## src/rtl/mod3_pkg.sv

```systemverilog
// Shared types and constants for the two-requester divisible-by-3 arbiter.
package mod3_pkg;

   localparam int unsigned W_DEFAULT = 8;
   localparam int unsigned ID_W      = 1;

   typedef enum logic [2:0] {
      S_IDLE   = 3'd0,
      S_START  = 3'd1,
      S_SHIFT  = 3'd2,
      S_FINISH = 3'd3,
      S_WAIT   = 3'd4,
      S_RESULT = 3'd5
   } state_e;

   // Remainder after appending one bit LSB-side: (2*rem + b) mod 3.
   function automatic logic [1:0] mod3_step(input logic [1:0] rem, input logic b);
      case ({rem, b})
         3'b000:  return 2'd0;
         3'b001:  return 2'd1;
         3'b010:  return 2'd2;
         3'b011:  return 2'd0;
         3'b100:  return 2'd1;
         3'b101:  return 2'd2;
         default: return 2'd0;
      endcase
   endfunction

endpackage

```

## src/rtl/mod3_engine.sv

```systemverilog
// Serial MSB-first remainder-mod-3 unit: start clears, each later cycle consumes in,
// finish registers out = (remainder == 0). No reset; every use begins with start.
module mod3_engine
   import mod3_pkg::*;
(
   input  logic clk,
   input  logic in,
   input  logic start,
   input  logic finish,
   output logic out
);

   logic [1:0] rem_q, rem_d;
   logic       out_q;

   always_comb begin
      rem_d = rem_q;
      if (start) begin
         rem_d = 2'd0;
      end else if (!finish) begin
         rem_d = mod3_step(rem_q, in);
      end
   end

   always_ff @(posedge clk) begin
      rem_q <= rem_d;
      if (finish) begin
         out_q <= (rem_q == 2'd0);
      end
   end

   assign out = out_q;

endmodule

```

## src/rtl/mod3_arb.sv

```systemverilog
// Round-robin arbiter feeding one shared serial divisibility engine; one word in flight,
// result held until the consumer takes it.
module mod3_arb
   import mod3_pkg::*;
#(
   parameter int unsigned W = W_DEFAULT
) (
   input  logic         clk,
   input  logic         rst,
   input  logic         req0_valid,
   input  logic [W-1:0] req0_data,
   output logic         req0_ready,
   input  logic         req1_valid,
   input  logic [W-1:0] req1_data,
   output logic         req1_ready,
   output logic         res_valid,
   output logic         res_div,
   output logic         res_id,
   input  logic         res_ready,
   output logic         busy
);

   localparam int unsigned CNT_W = W;

   state_e            state_q, state_d;
   logic [CNT_W-1:0]  cnt_q, cnt_d;
   logic [W-1:0]      shift_q, shift_d;
   logic [ID_W-1:0]   last_q, last_d;
   logic [ID_W-1:0]   id_q, id_d;
   logic [ID_W-1:0]   grant_c;
   logic              grant_vld_c;
   logic              hs_c;
   logic              res_div_q, res_div_d;
   logic              res_valid_q;
   logic              busy_q;
   logic              eng_start_c, eng_in_c, eng_finish_c, eng_out;

   // Round-robin winner: the requester not granted last when both are valid.
   always_comb begin
      grant_vld_c = req0_valid | req1_valid;
      if (req0_valid && req1_valid) begin
         grant_c = ~last_q;
      end else if (req1_valid) begin
         grant_c = ID_W'(1);
      end else begin
         grant_c = ID_W'(0);
      end
   end

   assign req0_ready = !rst && (state_q == S_IDLE) && grant_vld_c && (grant_c == ID_W'(0));
   assign req1_ready = !rst && (state_q == S_IDLE) && grant_vld_c && (grant_c == ID_W'(1));
   assign hs_c       = (req0_valid && req0_ready) || (req1_valid && req1_ready);

   always_comb begin
      state_d      = state_q;
      cnt_d        = cnt_q;
      shift_d      = shift_q;
      last_d       = last_q;
      id_d         = id_q;
      res_div_d    = res_div_q;
      eng_start_c  = 1'b0;
      eng_in_c     = 1'b0;
      eng_finish_c = 1'b0;
      case (state_q)
         S_IDLE: begin
            if (hs_c) begin
               state_d = S_START;
               last_d  = grant_c;
               id_d    = grant_c;
               shift_d = (grant_c == ID_W'(0)) ? req0_data : req1_data;
               cnt_d   = CNT_W'(0);
            end
         end
         S_START: begin
            eng_start_c = 1'b1;
            state_d     = S_SHIFT;
         end
         S_SHIFT: begin
            eng_in_c = shift_q[W-1];
            shift_d  = {shift_q[W-2:0], 1'b0};
            if (cnt_q == CNT_W'(W - 1)) begin
               state_d = S_FINISH;
            end else begin
               cnt_d = cnt_q + CNT_W'(1);
            end
         end
         S_FINISH: begin
            eng_finish_c = 1'b1;
            state_d      = S_WAIT;
         end
         S_WAIT: begin
            res_div_d = eng_out;
            state_d   = S_RESULT;
         end
         S_RESULT: begin
            if (res_ready) begin
               state_d = S_IDLE;
            end
         end
         default: state_d = S_IDLE;
      endcase
   end

   always_ff @(posedge clk or posedge rst) begin
      if (rst) begin
         state_q     <= S_IDLE;
         cnt_q       <= CNT_W'(0);
         shift_q     <= W'(0);
         last_q      <= ID_W'(1);
         id_q        <= ID_W'(0);
         res_div_q   <= 1'b0;
         res_valid_q <= 1'b0;
         busy_q      <= 1'b0;
      end else begin
         state_q     <= state_d;
         cnt_q       <= cnt_d;
         shift_q     <= shift_d;
         last_q      <= last_d;
         id_q        <= id_d;
         res_div_q   <= res_div_d;
         res_valid_q <= (state_d == S_RESULT);
         busy_q      <= (state_d != S_IDLE);
      end
   end

   mod3_engine u_engine (
      .clk    (clk),
      .in     (eng_in_c),
      .start  (eng_start_c),
      .finish (eng_finish_c),
      .out    (eng_out)
   );

   assign res_valid = res_valid_q;
   assign res_div   = res_div_q;
   assign res_id    = id_q;
   assign busy      = busy_q;

endmodule
```

## config.mk

```make
export PLATFORM = sky130hd
export DESIGN_NAME = mod3_arb
export DESIGN_NICKNAME = d
export VERILOG_FILES = /design/src/rtl/mod3_pkg.sv /design/src/rtl/mod3_engine.sv /design/src/rtl/mod3_arb.sv
export SDC_FILE = /design/constraint.sdc
export NUM_CORES = 1
export LEC_CHECK = 0
export ABC_AREA = 1
export CELL_PAD_IN_SITES_DETAIL_PLACEMENT = 1
export CELL_PAD_IN_SITES_GLOBAL_PLACEMENT = 1
export CORE_MARGIN = 2
export CORE_UTILIZATION = 33
export DETAILED_ROUTE_END_ITERATION = 8
export GPL_TIMING_DRIVEN = 0
export MAX_ROUTING_LAYER = met4
export PLACE_DENSITY = 0.85
export SETUP_SLACK_MARGIN = 0.15
export SLEW_MARGIN = 25
export SYNTH_ARGS = -nofsm -noshare
export SYNTH_HDL_FRONTEND = slang
export SYNTH_SLANG_ARGS = --single-unit
```

## constraint.sdc

```tcl
create_clock -name clk -period 1.3 [get_ports clk]
set_input_delay 0.39 -clock clk [delete_from_list [all_inputs] [get_ports clk]]
set_output_delay 0.39 -clock clk [all_outputs]
set_load 0.02 [all_outputs]
```

==> results.toml <==
[timing]
rsz0062_at_grt = "yes"
relSlewSlack_pct = 64.0
worst_clock_skew_ps = 10.1
period_minus_slack_ps = 1670
period_share_pct = 129
final-setup-viol-count = 22
hold_viol_final = 0
worst_slack_ps = -374
finalSetupTns_ps = -2690
max_freq_ghz = 0.597
slew_violations = 0
tightest_slew_ps = 538

[die]
rows = 24
start_util_pct = 33.9
die_h_um = 70.7
ios = 27
core_area_sq_um = 4320
die_x_um = 70.7
die_area_sq_um = 4990

[power_and_ir_drop]
power_uw = 4280
p_sw_uw = 1830
clockPowerShare_pct = 12.8
p_seq_share_pct = 32.4
p_per_area_nw_per_um2 = 1860
switching_share_pct = 42.7
p_leak_uw = 0.00117
p_int_uw = 2450
p_comb_share_pct = 54.8
ir_worst_vdd_mv = 0.921

[final_layout]
n_fill_cell = 541
multi_input_area_sq_um = 885
antenna_cells = 0
fin_nets = 280
area.growth.synth_to_final_pct = 56.9
finalNonFillerCells = 309
regArea_sq_um = 676
drive_above_1_share_pct = 36.6

[cts]
cts_htree_levels = 1
cts_tree = "yes"
hold_buffers = 0
clock-sinks = 27
cts_buffers = 3
cts_root_buffer = "clkbuf_8"
clk_latency_ps = 300
clockBufferDepth = 2
cts.clk_slew.worst_paths_ps = 110

[detailed_routing]
wire_per_inst_um = 14.3
drcViolationCount = 0
drt_iter0_markers = 70
via_per_inst = 4.84
first_pass_iters = 4
drtAntennaViolNets = 0
routed_wirelength_mm = 4.41
vias = 1495

[job]
max_cap_violations = 0

[global_route]
grt_pass1_vias = 1464
grt_usage_pct = 17.0
gr-total-overflow = 0
antenna_found_initial = 0
grt_pass1_wl_mm = 6.62
grt_start_max_net_pins = 25

[worst_hold_path]
min-delay-path-class = "in2async"

[placement]
numPortBuffers = 26
gp_congestion = 0.779
hpwl_mm = 2.55
place_inst = 282

[critical_path]
crit_family = "flip-flops"
crit_path_max_fanout = 2
cp-end-kind = "output pin"
crit_buf_inv = 2
r2r_slack_ps = -140
critPathLaunchType = "flop"
crit_chain = "nand2_2, nand2_4, buf_6, nor2_4, buf_6"
arrival_ps = 1280
critPathKind = "reg2out"
crit_top_cell = "buf_6"
cp_slowest_cell = "dfstp_2"
worstPathRequired_ps = 910
slowest_delay_ps = 550

[run_status]
status = "finished with violations"
violations = "negative setup slack"

[synthesis]
yosysUniqueCellTypes = 25
synthesis.area_sq_um = 1470
yosys_warnings = 0
synthesis.nets = 226
syn_inst = 204
synth.yosys.seq_area_share_pct = 45.8
syn_avg_cell_area_sq_um = 7.19
ys_ff_latch = 27
[cells in the final DEF (no fill, tap or decap), types with 3 or more instances in the layout]
master            n
nand3_1          15
nor2_4            6
dfrtp_2           3
buf_4            16
nand2_2          15
clkdlybuf4s50_1  17
inv_6             4
nand2_1          69
inv_1            18
nor2_1           10
nand3_2           8
dfrtp_1          20
nand2_4           7
clkbuf_8          3
buf_6            13
dlygate4sd2_1     3
nand4_1           4
[metrics by stage]
stage	util, %	worst slack, ps	hold slack (ps)	area [sq um]
after floorplan	-	-18.3	404	1510
after global placement	42.4	-1080	461	1830
after detailed placement	42.4	-1110	464	1830
after CTS	48.1	-397	475	2080
after global routing	53.2	-429	362	2300
final	53.2	-374	325	2300
[cell usage after synthesis]
cell type / number / share of area, %
nand4_1: 4 / 1.7
o21bai_1: 2 / 1.0
nand3_4: 1 / 1.2
nand3b_1: 1 / 0.51
nor2_4: 1 / 0.77
nor2_2: 1 / 0.43
nor2_1: 15 / 3.8
dfrtp_1: 23 / 39
o21ai_2: 1 / 0.60
nand2_4: 1 / 0.77
buf_4: 1 / 0.51
dfstp_2: 1 / 1.8
ha_1: 1 / 0.85
nand2_2: 3 / 1.3
inv_2: 2 / 0.51
edfxtp_1: 1 / 2.0
inv_1: 24 / 6.1
o21ai_0: 1 / 0.34
mux2_2: 1 / 0.77
buf_6: 1 / 0.77
or2_2: 2 / 0.85
nand3_1: 24 / 8.2
dfxtp_1: 2 / 2.7
nand2_1: 89 / 23
a21oi_1: 1 / 0.34
[layout make-up]
class                   count  share of cell area [%]
flip-flops and latches     27                    29.4
clock buffers               3                    1.79
well taps                  52                    2.83
clock inverters             1                   0.381
plain buffers               2                   0.979
inverters                  26                    5.33
multi-input cells         149                    38.4
repair buffers             49                    20.9
[sequential cells by signal, indices dropped and copies added, names as in the netlist]
name / count
busy: 1
cnt_q: 8
last_q: 1
res_div: 1
res_id: 1
res_valid: 1
shift_q: 8
state_q: 3
u_engine.out: 1
u_engine.rem_q: 2
[power groups by stage]
stage / clock, uW / sequential, uW / combinational [uW]
after floorplan: 0 / 1390 / 954
after global placement: 0 / 1360 / 1380
after detailed placement: 0 / 1370 / 1440
after CTS: 550 / 1340 / 1840
after global routing: 571 / 1420 / 2570
final: 546 / 1390 / 2340
[per-layer routing]
metal  share of wire (%)  global-route usage (%)
met1                  44                    21.6
met4                 1.8                    7.55
met3                 1.9                    1.71
met5                   0                       -
met2                  52                    27.7
[logic make-up (layout without fill, tap and decap cells)]
logic type                 Yosys count  count (layout)  synth area share (%)
buffers and inverters               28              81                  7.94
and+or+nand+nor                    142             142                  42.3
DFF                                 27              27                  45.8
adders and majority gates            1               1                 0.853
muxes                                1               1                 0.768
AOI/OAI and AO/OA                    5               5                  2.30
[worst register-to-register path, delay by kind of cell, from the launching register on]
family | cells | cell delay [ps]
AND/OR/NAND/NOR | 6 | 620
flip-flops | 1 | 440
buffers and inverters | 2 | 260
[worst paths after layout]
kind,end,startpoint,cells after the start
min reg2reg,res_div,u_engine.out,1
min,shift_q[0],rst,2
max,req1_ready,last_q,5
max reg2reg,cnt_q[3],state_q[2],8
max in group asynchronous,last_q,rst,2
min in group clk,res_div,u_engine.out,1
[timing repair]
item / 4_1_cts / 5_1_grt
gates cloned: 0 / 1
gates resized for setup: 64 / 39
endpoints found under the setup margin: 52 / 53
pin swaps: 12 / 18
buffers inserted: 15 / 7
Power figures use the tool's default switching activity.
